<file path="src/rtl/sarray_rd_arb.sv">
// Read-channel arbiter: two requesters share one AR/R port. Grants are sticky
// round-robin bursts; an in-order owner-tag FIFO steers each R beat back.
module sarray_rd_arb #(
    parameter int ADDR_WIDTH = 64,
    parameter int DATA_WIDTH = 256,
    parameter int OST_DEPTH  = 8,
    parameter int BURST_MAX  = 16,
    localparam int CW        = $clog2(OST_DEPTH) + 1
) (
    input  logic                  clk,
    input  logic                  rst,
    input  logic                  req0_ar_valid_i,
    input  logic                  req1_ar_valid_i,
    output logic                  req0_ar_ready_o,
    output logic                  req1_ar_ready_o,
    input  logic [ADDR_WIDTH-1:0] req0_ar_addr_i,
    input  logic [ADDR_WIDTH-1:0] req1_ar_addr_i,
    output logic                  req0_r_valid_o,
    output logic                  req1_r_valid_o,
    input  logic                  req0_r_ready_i,
    input  logic                  req1_r_ready_i,
    output logic [DATA_WIDTH-1:0] req0_r_data_o,
    output logic [DATA_WIDTH-1:0] req1_r_data_o,
    output logic                  mem_ar_valid_o,
    input  logic                  mem_ar_ready_i,
    output logic [ADDR_WIDTH-1:0] mem_ar_addr_o,
    input  logic                  mem_r_valid_i,
    output logic                  mem_r_ready_o,
    input  logic [DATA_WIDTH-1:0] mem_r_data_i,
    output logic [CW-1:0]         ost_cnt_o,
    output logic                  idle_o,
    output logic                  err_o
);
    localparam int PW = $clog2(OST_DEPTH);
    localparam int RW = $clog2(BURST_MAX + 1);
    localparam logic [RW-1:0] RUN_MAX = RW'(BURST_MAX);
    localparam logic [CW-1:0] DEPTH   = CW'(OST_DEPTH);

    logic [1:0]           ar_vld;
    logic                 last_r;
    logic [RW-1:0]        run_cnt_r;
    logic [OST_DEPTH-1:0] tag_r;
    logic [PW-1:0]        wr_ptr_r, rd_ptr_r;
    logic [CW-1:0]        cnt_r;
    logic                 err_r;
    logic                 sel, sel_vld;
    logic                 full, empty, head;
    logic                 ar_hs, r_hs;

    assign ar_vld = {req1_ar_valid_i, req0_ar_valid_i};

    // Stay with the current owner until its run is exhausted, then yield if the other waits.
    always_comb begin
        sel     = last_r;
        sel_vld = 1'b0;
        if (ar_vld[last_r] && (run_cnt_r < RUN_MAX)) begin
            sel     = last_r;
            sel_vld = 1'b1;
        end else if (ar_vld[~last_r]) begin
            sel     = ~last_r;
            sel_vld = 1'b1;
        end else if (ar_vld[last_r]) begin
            sel     = last_r;
            sel_vld = 1'b1;
        end
    end

    assign full  = (cnt_r == DEPTH);
    assign empty = (cnt_r == '0);
    assign head  = tag_r[rd_ptr_r];

    assign mem_ar_valid_o  = sel_vld & ~full;
    assign mem_ar_addr_o   = sel ? req1_ar_addr_i : req0_ar_addr_i;
    assign req0_ar_ready_o = mem_ar_ready_i & ~full & sel_vld & ~sel & req0_ar_valid_i;
    assign req1_ar_ready_o = mem_ar_ready_i & ~full & sel_vld &  sel & req1_ar_valid_i;
    assign ar_hs           = mem_ar_valid_o & mem_ar_ready_i;

    assign req0_r_valid_o = mem_r_valid_i & ~empty & ~head;
    assign req1_r_valid_o = mem_r_valid_i & ~empty &  head;
    assign mem_r_ready_o  = ~empty & (head ? req1_r_ready_i : req0_r_ready_i);
    assign r_hs           = mem_r_valid_i & mem_r_ready_o;
    assign req0_r_data_o  = mem_r_data_i;
    assign req1_r_data_o  = mem_r_data_i;

    assign ost_cnt_o = cnt_r;
    assign idle_o    = empty & ~|ar_vld;
    assign err_o     = err_r;

    always_ff @(posedge clk or posedge rst) begin
        if (rst) begin
            last_r    <= 1'b1;
            run_cnt_r <= RUN_MAX;
        end else if (ar_hs) begin
            if (sel == last_r) begin
                run_cnt_r <= (run_cnt_r == RUN_MAX) ? RW'(1) : run_cnt_r + RW'(1);
            end else begin
                last_r    <= sel;
                run_cnt_r <= RW'(1);
            end
        end
    end

    // Owner tags; a push into an empty FIFO reaches the head only on the next cycle.
    always_ff @(posedge clk or posedge rst) begin
        if (rst) begin
            tag_r    <= '0;
            wr_ptr_r <= '0;
            rd_ptr_r <= '0;
            cnt_r    <= '0;
            err_r    <= 1'b0;
        end else begin
            if (ar_hs) begin
                tag_r[wr_ptr_r] <= sel;
                wr_ptr_r        <= wr_ptr_r + PW'(1);
            end
            if (r_hs) rd_ptr_r <= rd_ptr_r + PW'(1);
            case ({ar_hs, r_hs})
                2'b10:   cnt_r <= cnt_r + CW'(1);
                2'b01:   cnt_r <= cnt_r - CW'(1);
                default: cnt_r <= cnt_r;
            endcase
            if (mem_r_valid_i && empty) err_r <= 1'b1;
        end
    end
endmodule

</file>
<file path="config.mk">
export PLATFORM = sky130hd
export DESIGN_NAME = sarray_rd_arb
export DESIGN_NICKNAME = d
export VERILOG_FILES = /design/src/rtl/sarray_rd_arb.sv
export SDC_FILE = /design/constraint.sdc
export NUM_CORES = 1
export LEC_CHECK = 0
export ABC_AREA = 1
export CAP_MARGIN = 20
export CORE_AREA = 2 2 378 380
export CTS_BUF_LIST = sky130_fd_sc_hd__clkbuf_4
export DETAILED_ROUTE_END_ITERATION = 8
export DIE_AREA = 0 0 380 382
export PLACE_DENSITY = 0.3
export SKIP_CTS_REPAIR_TIMING = 1
export SYNTH_ARGS = -nofsm -noshare
export SYNTH_HDL_FRONTEND = slang
export SYNTH_SLANG_ARGS = --single-unit
</file>
<file path="constraint.sdc">
create_clock -name clk -period 2.8 [get_ports clk]
set_clock_uncertainty 0.05 [all_clocks]
set_input_delay 0.56 -clock clk [delete_from_list [all_inputs] [get_ports clk]]
set_output_delay 0.56 -clock clk [all_outputs]
set_load 0.01 [all_outputs]
</file>
==> flow_metrics.py <==
metrics = {
    "sta": {
        "hold_ws_ns": 0.4557,
        "rsz0062_at_grt": "true",
        "relSlewSlack_pct": 73.04,
        "fin_ws_ns": -0.2168,
        "slew_violations": 0,
        "hold_viol_final": 0,
        "fin_crit_sh_pct": 107.7,
        "tightest_slew_ns": 0.4045,
        "period_needed_ns": 3.017,
        "finalSetupViolCount": 57,
        "max_freq_mhz": 331.5,
    },
    "clock_network": {
        "root_buffer": "clkbuf_4",
        "cts_tree": "done",
        "htree_levels": 1,
        "path_clk_slew_ns": 0.18,
        "numCtsBuffers": 3,
        "clk_path_buf_depth": 2,
        "clk_latency_ns": 0.36,
        "cts.sinks": 25,
    },
    "power": {
        "internal-power_mw": 2.623,
        "power_density_nw_per_um2": 708.9,
        "p_sw_share_pct": 50.75,
        "vdd.ir_drop.worst_uv": 217.7,
        "combPwrFrac_pct": 83.1,
        "p_clk_share_pct": 3.5,
        "power_leakage_nw": 2.832,
        "power_frac_seq_pct": 13.4,
        "switchingPower_mw": 2.703,
    },
    "global_route": {
        "grt_pass1_wl_mm": 72.73,
        "antenna_found_initial": 35,
        "grt_pass1_vias": 4343,
        "grt-ovfl-total": 0,
        "track_usage_pct": 8.251,
        "grt_max_degree": 47,
    },
    "logic_synthesis": {
        "syn_avg_cell_area_um2": 6.784,
        "synth_top_family_by_area": "buffers and inverters",
        "ys.warnings.count": 0,
        "muxShareOfSynthArea_pct": 0,
        "synth_seq_cells": 25,
        "ys_seq_area_share_pct": 10.17,
        "synth_area_leaders": "buf_4 (63%), nand2_1 (14%), dfrtp_1 (9.3%)",
        "synth-adder-area-share_pct": 1.743,
        "synthSimpleGateAreaFrac_pct": 17.47,
        "synth_edf_count": 0,
        "synth_top_area_share_pct": 62.99,
        "ys_dominant_reg_cell": "dfrtp_1",
        "synthXorXnorAreaFrac_pct": 0.8512,
        "netlist.top_cell.by_area": "buf_4",
        "syn-cell-area_um2": 6173,
        "synth_nets": 1310,
        "postSynth.asyncResetShare_pct": 100.0,
        "syn_inst": 910,
        "synth.distinct_cells": 29,
        "synth_compound_area_share_pct": 2.878,
    },
    "floorplanning": {
        "fp.dieH_um": 382,
        "core-area_um2": 140900,
        "rows": 138,
        "pin_count": 980,
        "die_area_um2": 145200,
        "initial_core_util_pct": 4.382,
        "fp.dieW_um": 380,
    },
    "drt": {
        "dr_total_vias": 4411,
        "final_antenna_net_count": 0,
        "drt_iter0_drc": 127,
        "viasPerCell": 1.735,
        "post-route-drc-count": 0,
        "routed_wirelength_mm": 65.59,
        "drt_first_pass_iters": 4,
        "avgRoutedWirePerCell_um": 25.80,
    },
    "hold_path": {
        "hp-class": "reg2reg",
    },
    "cells_and_area": {
        "area_delta_synth_final_pct": 21.71,
        "fin_area_um2": 7513,
        "final_nets": 1049,
        "drive_above_1_share_pct": 30.86,
        "nFillCells": 16839,
    },
    "critical_path": {
        "crit_fanout": 8,
        "cp-end-kind": "output port",
        "critPathRequiredTime_ns": 2.19,
        "cp-start-kind": "input port",
        "crit_type": "in2out",
        "crit_arrival_ns": 2.41,
        "regToRegSetupSlack_ns": 0.32,
    },
    "run_status": {
        "violations": "negative setup slack",
        "status": "finished, violations left",
    },
    "placed_design": {
        "dp_hpwl_mm": 58.59,
        "place.gp.congestion": 0.8007,
        "numPortBuffers": 211,
        "place_area_um2": 6960,
    },
    "run": {
        "drv_cap": 0,
    },
}
[power by group through the flow]
stage	Sequential, mW	Clock, mW	Combinational (mW)
finish	0.712	0.188	4.43
global route	0.744	0.216	4.90
CTS	0.711	0.202	3.81
detailed placement	0.716	0	3.78
global placement	0.722	0	3.81
floorplan	0.685	0	2.44
[synthesized netlist by cell type, drive strengths merged (2+ instances only)]
| library cell | count |
|---|---|
| a21oi | 9 |
| a31oi | 6 |
| buf | 528 |
| dfrtp | 23 |
| dfstp | 2 |
| ha | 7 |
| inv | 39 |
| nand2 | 238 |
| nand3 | 15 |
| nand4 | 3 |
| nor2 | 15 |
| o21ai | 11 |
| o31ai | 2 |
| xor2 | 5 |
[metrics by stage]
stage	util (%)	power [mW]	worst slack [ns]	cells	TNS [ns]
3_5_place_dp	4.940	4.498	-0.5614	2510	-28.46
2_1_floorplan	-	3.121	0.4879	910	0
5_1_grt	5.327	5.859	-0.3730	2539	-16.73
6_report	5.333	5.327	-0.2168	2542	-5.136
3_3_place_gp	4.940	4.534	-0.6018	2510	-30.13
4_1_cts	4.960	4.726	-0.5841	2514	-29.77
[cell families (layout without fill, tap and decap cells)]
logic type      Yosys count  in the layout
flops                    25             25
fa+ha+maj                 8              8
xor+xnor                  6              6
simple gates            273            273
other cells               0              4
buf+inv                 567            305
compound gates           31             31
[metal layers]
layer / GRT usage [%] / vias up / routed length (um)
met1: 5.449 / 1704 / 15470
met3: 11.27 / 148 / 18320
met4: 2.072 / 12 / 2241
met5: 0.9259 / - / 215
li1: - / 1722 / -
met2: 13.07 / 825 / 29340
[area by class of cell]
type                    instances  area, um^2  area share (%)
multi-input cells             318        1707           22.71
inverters                      39       162.7           2.165
flip-flops and latches         25       630.6           8.393
well taps                    1890        2365           31.47
clock inverters                 1       5.005         0.06661
clock buffers                   3       22.52          0.2998
diodes                          4       10.01          0.1332
repair buffers                262        2611           34.75
[flip-flops by register name, summed over array words and instances, names as in the netlist]
register   count
ost_cnt_o      4
run_cnt_r      5
tag_r          8
err_o          1
rd_ptr_r       3
wr_ptr_r       3
last_r         1
[worst max-delay path: stages]
cell	delay [ns]
clkdlybuf4s50_1	0.49
inv_1	0.05
nand2_1	0.05
o211ai_1	0.12
nand2_1	0.13
nand2_2	0.10
nand2_8	0.14
clkinv_8	0.09
buf_16	0.16
buf_8	0.14
buf_6	0.11
nand2_4	0.05
nand2_2	0.05
buf_6	0.11
[cells in the final DEF, fill, tap and decap left out, types with 3 or more instances in the layout]
master	netlist	final
nand2_2	1	58
nand3_2	2	3
buf_4	518	29
a31oi_1	6	6
nand2_1	237	164
clkbuf_2	0	13
clkdlybuf4s50_1	0	142
a21oi_1	9	8
clkbuf_4	0	3
dfrtp_1	23	21
inv_1	36	35
buf_6	7	17
buf_2	3	27
clkbuf_16	0	3
ha_1	7	7
nor2_1	13	12
o21ai_0	8	8
buf_12	0	10
nand3_1	13	12
dlymetal6s2s_1	0	14
nand2_4	0	15
nand4_1	3	3
o21ai_1	3	3
buf_8	0	5
diode_2	0	4
xor2_1	5	5
[path summary, 6_finish.rpt]
kind | start | end | depth (start not counted)
setup / recovery | req1_ar_valid_i | mem_ar_addr_o[16] | 14
hold / removal | err_o$_DFFE_PP0P_ | err_o$_DFFE_PP0P_ | 1
setup reg to reg | rd_ptr_r[0]$_DFFE_PP0P_ | ost_cnt_o[3]$_DFFE_PP0P_ | 17
hold reg to reg | err_o$_DFFE_PP0P_ | err_o$_DFFE_PP0P_ | 1
max in group asynchronous | rst | last_r$_DFFE_PP1P_ | 3
min in group asynchronous | rst | tag_r[3]$_DFFE_PP0P_ | 3
Power figures use the tool's default switching activity.
